--- config.mk ---
export PLATFORM = sky130hd
export DESIGN_NAME = alu_cmd_issuer
export DESIGN_NICKNAME = d
export VERILOG_FILES = /design/src/rtl/alu_cmd_issuer.sv
export SDC_FILE = /design/constraint.sdc
export NUM_CORES = 1
export LEC_CHECK = 0
export ABC_AREA = 1
export CORE_UTILIZATION = 25
export DETAILED_ROUTE_END_ITERATION = 12
export GPL_TIMING_DRIVEN = 1
export PLACE_DENSITY_LB_ADDON = 0.12
export SYNTH_ARGS = -nofsm -noshare
export SYNTH_HDL_FRONTEND = slang
export SYNTH_SLANG_ARGS = --single-unit
--- constraint.sdc ---
create_clock -name clk_i -period 4.25 [get_ports clk_i]
set_input_delay 0.85 -clock clk_i [delete_from_list [all_inputs] [get_ports clk_i]]
set_output_delay 0.85 -clock clk_i [all_outputs]
set_load 0.02 [all_outputs]
--- src/rtl/alu_cmd_issuer.sv ---
// alu_cmd_issuer: FIFO-buffered command issuer for a combinational ALU with valid/ready responses
//   clk_i, rst_i (async, active-low)
//   cmd_valid_i/cmd_ready_o, cmd_src1_i, cmd_src2_i, cmd_funct_i : command push port
//   Src1, Src2, Funct                                            : operands held on the ALU
//   ALU_result, ALU_Carry                                        : ALU outputs, captured after settling
//   rsp_valid_o/rsp_ready_i, rsp_result_o, rsp_carry_o, rsp_funct_o : response port
//   busy_o, cmd_count_o                                          : FSM not idle, FIFO occupancy
module alu_cmd_issuer #(
    parameter int DATA_W     = 32,
    parameter int FUNCT_W    = 6,
    parameter int FIFO_DEPTH = 4,
    parameter int SETTLE     = 1
) (
    input  logic                              clk_i,
    input  logic                              rst_i,
    input  logic                              cmd_valid_i,
    output logic                              cmd_ready_o,
    input  logic [DATA_W-1:0]                 cmd_src1_i,
    input  logic [DATA_W-1:0]                 cmd_src2_i,
    input  logic [FUNCT_W-1:0]                cmd_funct_i,
    output logic [DATA_W-1:0]                 Src1,
    output logic [DATA_W-1:0]                 Src2,
    output logic [FUNCT_W-1:0]                Funct,
    input  logic [DATA_W-1:0]                 ALU_result,
    input  logic                              ALU_Carry,
    output logic                              rsp_valid_o,
    input  logic                              rsp_ready_i,
    output logic [DATA_W-1:0]                 rsp_result_o,
    output logic                              rsp_carry_o,
    output logic [FUNCT_W-1:0]                rsp_funct_o,
    output logic                              busy_o,
    output logic [$clog2(FIFO_DEPTH+1)-1:0]   cmd_count_o
);
    localparam int AW = $clog2(FIFO_DEPTH);
    localparam int CW = $clog2(FIFO_DEPTH + 1);
    localparam int SW = (SETTLE > 1) ? $clog2(SETTLE) : 1;
    typedef enum logic [1:0] {IDLE, ISSUE, RESP} state_t;
    state_t             r_state;
    logic [AW-1:0]      r_wr_ptr, r_rd_ptr;
    logic [CW-1:0]      r_count;
    logic [SW-1:0]      r_ctr;
    logic [DATA_W-1:0]  r_mem_src1 [FIFO_DEPTH];
    logic [DATA_W-1:0]  r_mem_src2 [FIFO_DEPTH];
    logic [FUNCT_W-1:0] r_mem_funct [FIFO_DEPTH];
    logic               w_push, w_pop;
    assign cmd_ready_o = r_count < CW'(FIFO_DEPTH);
    assign cmd_count_o = r_count;
    assign busy_o      = r_state != IDLE;
    assign w_push      = cmd_valid_i && cmd_ready_o;
    // Pop uses the occupancy before this edge, so a command pushed on the same edge waits a cycle.
    assign w_pop       = (r_count != '0) && (r_state == IDLE || (r_state == RESP && rsp_ready_i));
    always_ff @(posedge clk_i) begin
        if (w_push) begin
            r_mem_src1[r_wr_ptr]  <= cmd_src1_i;
            r_mem_src2[r_wr_ptr]  <= cmd_src2_i;
            r_mem_funct[r_wr_ptr] <= cmd_funct_i;
        end
    end
    always_ff @(posedge clk_i or negedge rst_i) begin
        if (!rst_i) begin
            r_state      <= IDLE;
            r_wr_ptr     <= '0;
            r_rd_ptr     <= '0;
            r_count      <= '0;
            r_ctr        <= '0;
            Src1         <= '0;
            Src2         <= '0;
            Funct        <= '0;
            rsp_valid_o  <= 1'b0;
            rsp_result_o <= '0;
            rsp_carry_o  <= 1'b0;
            rsp_funct_o  <= '0;
        end else begin
            if (w_push) r_wr_ptr <= r_wr_ptr + AW'(1);
            if (w_pop) r_rd_ptr <= r_rd_ptr + AW'(1);
            r_count <= r_count + CW'(w_push) - CW'(w_pop);
            if (r_state == ISSUE) begin
                if (r_ctr == '0) begin
                    rsp_result_o <= ALU_result;
                    rsp_carry_o  <= ALU_Carry;
                    rsp_funct_o  <= Funct;
                    rsp_valid_o  <= 1'b1;
                    r_state      <= RESP;
                end else begin
                    r_ctr <= r_ctr - SW'(1);
                end
            end else if (r_state == RESP && rsp_ready_i) begin
                rsp_valid_o <= 1'b0;
                r_state     <= IDLE;
            end
            // A pop overrides the IDLE fallback above, chaining straight into the next issue.
            if (w_pop) begin
                Src1    <= r_mem_src1[r_rd_ptr];
                Src2    <= r_mem_src2[r_rd_ptr];
                Funct   <= r_mem_funct[r_rd_ptr];
                r_ctr   <= SW'(SETTLE - 1);
                r_state <= ISSUE;
            end
        end
    end
endmodule
# Yosys cells after proc, flatten, opt, wreduce, memory -nomap -nowiden

Memories as Yosys holds them, arrays and structs flattened. A register that Yosys moved wholly into a read port is not among the register bits.
Index checks and enable logic that the tools add are counted.

Flip-flop bits (word level): 50
Bits in writable memories: 280
Input bits: 107
Output and inout port bits: 115
Logic and storage cells: 51
Memories kept: 3

Memory list:

| memory      | depth | bits a word | read ports | clocked after memory_dff | write ports | RTL line | text |
|---|---|---|---|---|---|---|---|
| r_mem_src1  | 4     | 32          | 1          | 1                        | 1           | 42       | `logic [DATA_W-1:0] r_mem_src1 [FIFO_DEPTH];` |
| r_mem_src2  | 4     | 32          | 1          | 1                        | 1           | 43       | `logic [DATA_W-1:0] r_mem_src2 [FIFO_DEPTH];` |
| r_mem_funct | 4     | 6           | 1          | 1                        | 1           | 44       | `logic [FUNCT_W-1:0] r_mem_funct [FIFO_DEPTH];` |

Add/sub/neg operators: 5
Order comparisons: 1
Equality and inequality tests: 4
Mux-type cells: 12
Bitwise operators: 1
Reductions and logical operators: 16

Operators by type and width:

| kind                                                 | number |
|---|---|
| two-way mux 1 bit                                    | 8 |
| two-way mux 2 bit                                    | 4 |
| AND reduction 2 bit                                  | 3 |
| nonzero test 2 bit                                   | 3 |
| nonzero test 3 bit                                   | 2 |
| adder 2 x 1 -> 2 bit (second input constant)         | 2 |
| adder 3 x 1 -> 3 bit                                 | 1 |
| logical AND 1 bit                                    | 3 |
| zero test 1 bit                                      | 3 |
| < comparator 3 bit (second input constant)           | 1 |
| inequality test 3 bit (second input constant)        | 1 |
| subtractor 3 x 1 -> 3 bit                            | 1 |
| equality test 2 x 1 -> 1 bit (second input constant) | 1 |
| equality test 2 bit (second input constant)          | 1 |
| zero test 2 bit                                      | 1 |
| inequality test 2 bit (second input constant)        | 1 |
| logical OR 1 bit                                     | 1 |
| NOT 1 bit                                            | 1 |
| subtractor 1 bit (second input constant)             | 1 |

# Logic depth before layout (Yosys ltp)

Depth after elaboration: 6
Gate-level depth with buffers: 12
Mapped depth without buffers: 11

# Worst setup path after synthesis

No wires, ideal clock.

Path kind: input port to flip-flop
Start point: in cmd_valid_i
End point: mem r_mem_funct[0][0], enable pin
Library setup time: 0.499 ns
Arrival: 3.958 ns
Required time: 3.751 ns
Path slack: -0.206 ns
Cell stages on the path: 2
Buffers on the path: 0
Cell sequence: nand2_1 -> nor2_1

Cells in the longest elaborated chain, start to end: 3

Ends and longest elaborated chain:

| element                                 | RTL line | text |
|---|---|---|
| from (decl)                             | 16       | `input logic cmd_valid_i,` |
| logical AND 1 bit                       | 49       | `assign w_push = cmd_valid_i && cmd_ready_o;` |
| two-way mux 1 bit                       | 53       | `if (w_push) begin` |
| two-way mux 1 bit (implied by the code) | 56       | `r_mem_funct[r_wr_ptr] <= cmd_funct_i;` |
| to (decl)                               | 44       |  |

No other way between the ends.

# Worst setup path after layout

Start point: reg r_state[1]
End point: out busy_o

Cells in the longest elaborated chain, start to end: 1

Ends and longest elaborated chain:

| element                | RTL line | text |
|---|---|---|
| from (decl)            | 38       | `state_t r_state;` |
| from (signal assigned) | 61       | `r_state <= IDLE;` |
| from (signal assigned) | 83       | `r_state <= RESP;` |
| from (signal assigned) | 89       | `r_state <= IDLE;` |
| nonzero test 2 bit     | 48       | `assign busy_o = r_state != IDLE;` |
| to (decl)              | 31       | `output logic busy_o,` |

No other way between the ends.

==> key figures <==
Hold path
  • Type of the tightest min-delay check: input pin to asynchronous set/reset pin

Setup path
  • RR Startpoint: r_rd_ptr[0]$_DFFE_PN0P_
  • Reg2Reg Capture Point: Src1[4]$_DFFE_PN0P_
  • Worst path max stage delay: 0.64 ns
  • Critical path, cell by cell: inv_2 -> nand2_1 -> clkdlybuf4s50_1
  • Setup crit end: busy_o
  • Worst setup startpoint: r_state[1]$_DFFE_PN0P_
  • Worst endpoint required time: 3.40 ns
  • CP max-delay cell: clkdlybuf4s50_1
  • Crit end category: primary output
  • Max FO, Critical Path: 3
  • Reg2Reg Setup Slack: 1.70 ns
  • CP startpoint kind: flop
  • WS Path Type: flop to primary output
  • Worst reg2reg path depth: 6
  • Critical path arrival: 1.79 ns

Synth
  • Number of synthesized flops with an enable pin: 280
  • Synth cell types: 22
  • Main synth FF type: edfxtp_1
  • Post-synth top cells: nand2_1, inv_1, edfxtp_1
  • Largest area contributor in the netlist: edfxtp_1
  • Syn nets: 1730
  • Syn Area/Cell: 10.2 µm²
  • Synth top area share: 51.1%
  • Ys async rst share: 29.8%
  • Syn. warnings: 0
  • Synth area leaders: edfxtp_1, dfrtp_1, nand2_1, inv_1, nand3_1
  • Post-Syn Instances: 1616
  • Top-count cell post-synth: nand2_1
  • Seq cells post-synth: 399
  • Register area share after synthesis: 69.2%
  • Synthesized cell area: 16400 µm²

Clock tree
  • Post-CTS Setup Inserts: 0
  • H-tree levels: 2
  • Root Buffer: clkbuf_16
  • CTS Buffer Depth: 3
  • CTS tree: built
  • Post-cts resize count: 0
  • CTS buffer count: 50
  • Worst-path clk slew: 0.05 ns
  • Sink Count: 399
  • Hold_buf cts: 0
  • Worst skew pair latency: 0.58 ns

Global routing
  • Congestion Overflow GR: 0
  • Tot GR Track Use: 13.2%
  • First-pass GRT wire length: 67300 µm
  • Largest net degree at the start of global routing: 95
  • Antenna violations before repair: 6
  • Vias in the first global route: 10791

Floorplan
  • IO Count: 222
  • Core area: 64700 µm²
  • Cell Rows: 93
  • Initial core utilization: 25.4%
  • Die Wd: 258 µm
  • Die height: 258 µm
  • Die ar.: 66800 µm²

Finish
  • # fillers: 6593
  • Storage cell area: 11400 µm²
  • Layout Area Growth over Synthesis: 28.1%
  • Fraction of layout cells with a size suffix above 1: 5.43%
  • Fin nets: 1952
  • Area of the multi-input gates: 3540 µm²

Detailed routing
  • WL/cell: 16.0 µm
  • ANT nets after route: 0
  • Pre-antenna DRT Iters: 4
  • Max Used Layer: met5
  • Vias: 10811
  • DRT iter0 DRCs: 592
  • DRT met1 WL: 20600 µm
  • Metal3 WL: 2170 µm
  • WL final: 43900 µm
  • Length of routed met2 wiring: 20000 µm
  • DRC: 0
  • Vias/cell: 3.95

STA
  • Worst slew margin: 21.8%
  • WHS: 0.377 ns
  • Final hold violation count: 0
  • Fin crit period: 2.64 ns
  • RSZ-0062 raised after global routing: no
  • Fmax: 0.379 GHz
  • Least-Margin Pin Slew: 1.17 ns
  • Period Utilization, post-route: 62.1%
  • Pins Over Slew Limit: 0
  • Worst Clk Skew: 0.0182 ns
  • Setup Viol. Count Final: 0

Power
  • Tot Pwr: 8350 µW
  • Cell Pwr Density: 396 nW/µm²
  • Leak: 0.00944 µW
  • Max VDD drop: 0.260 mV

Place
  • Post-DP HPWL: 24200 µm
  • # port buffers: 221
  • Placer congestion estimate: 0.711

Outcome
  • Status: complete, no violations

Flow run
  • Max cap viols: 0
-- critical path: cells and delay by family, from the launching register on --
kind | cells | cell delay [ns]
buffers and inverters | 2 | 0.72
flip-flops | 1 | 0.41
AND/OR/NAND/NOR | 1 | 0.09
-- layer usage --
layer  up-vias  track usage [%]
met5         -                0
met4         6             4.21
met3        59             2.73
met2       228             21.5
met1      5088             17.7
li1       5430                -
-- how the worst min path moves through the flow --
stage                                         to  slack [ns]  depth (start not counted)
floorplan                 r_state[1]$_DFFE_PN0P_        0.51                          2
global placement    rsp_result_o[18]$_DFFE_PN0P_        0.45                          2
detailed placement  rsp_result_o[30]$_DFFE_PN0P_        0.46                          2
CTS                 rsp_result_o[15]$_DFFE_PN0P_        0.40                          1
global route        rsp_result_o[15]$_DFFE_PN0P_        0.43                          1
finish              rsp_result_o[15]$_DFFE_PN0P_        0.38                          1
-- cell families after synthesis --
group	Yosys count	synth area share [%]
adders and majority gates	7	0.578
AOI/OAI and AO/OA	4	0.190
xor gates and xnor gates	4	0.213
DFF	399	69.2
buffers and inverters	365	9.45
and+or+nand+nor	837	20.3
-- flip-flops by register name (all words and copies together), names as in the netlist, 3 cells and up --
| name | count |
|---|---|
| Src1 | 32 |
| cmd_count_o | 3 |
| Src2 | 32 |
| rsp_funct_o | 6 |
| r_mem_src2 | 128 |
| r_mem_src1 | 128 |
| r_mem_funct | 24 |
| rsp_result_o | 32 |
| Funct | 6 |
-- cell usage in the layout (no fill, tap or decap), types with 3 or more instances in the layout --
cell type and count:
clkbuf_16 53, buf_12 3, nand2_1 687, diode_2 3, inv_1 291, inv_2 4, nand3_1 141, buf_4 14
ha_1 6, xor2_1 3, clkbuf_1 24, clkinv_2 7, dfrtp_1 117, edfxtp_1 280, clkdlybuf4s50_1 220, nor2_4 5
clkbuf_8 7
-- area by class of cell --
| cell class | count | share of cell area, % |
|---|---|---|
| timing repair buffer | 238 | 11.3 |
| sequential | 399 | 54.1 |
| multi-input combinational | 852 | 16.8 |
| clock inverter | 10 | 0.249 |
| antenna | 3 | 0.0356 |
| tap | 855 | 5.08 |
| clock buffer | 84 | 7.18 |
| inverter | 297 | 5.31 |
-- where the power goes --
part	total, µW	internal, µW	switching, µW
registers	4170	4170	0
clock network	4020	2410	1610
logic	159	87.1	71.6
total	8350	6670	1680
-- stage by stage --
stage | utilization [%] | worst slack [ns] | setup TNS (ns) | cell area (µm²) | std cells
after floorplan | - | -0.206 | -57.79 | 16400 | 1616
after global placement | 30.1 | 1.12 | 0 | 19500 | 2641
after detailed placement | 30.1 | 1.17 | 0 | 19500 | 2641
after CTS | 32.6 | 1.56 | 0 | 21100 | 2735
after global routing | 32.6 | 1.40 | 0 | 21100 | 2736
final | 32.6 | 1.61 | 0 | 21100 | 2738
No activity file was read; power rests on OpenSTA's default activity.
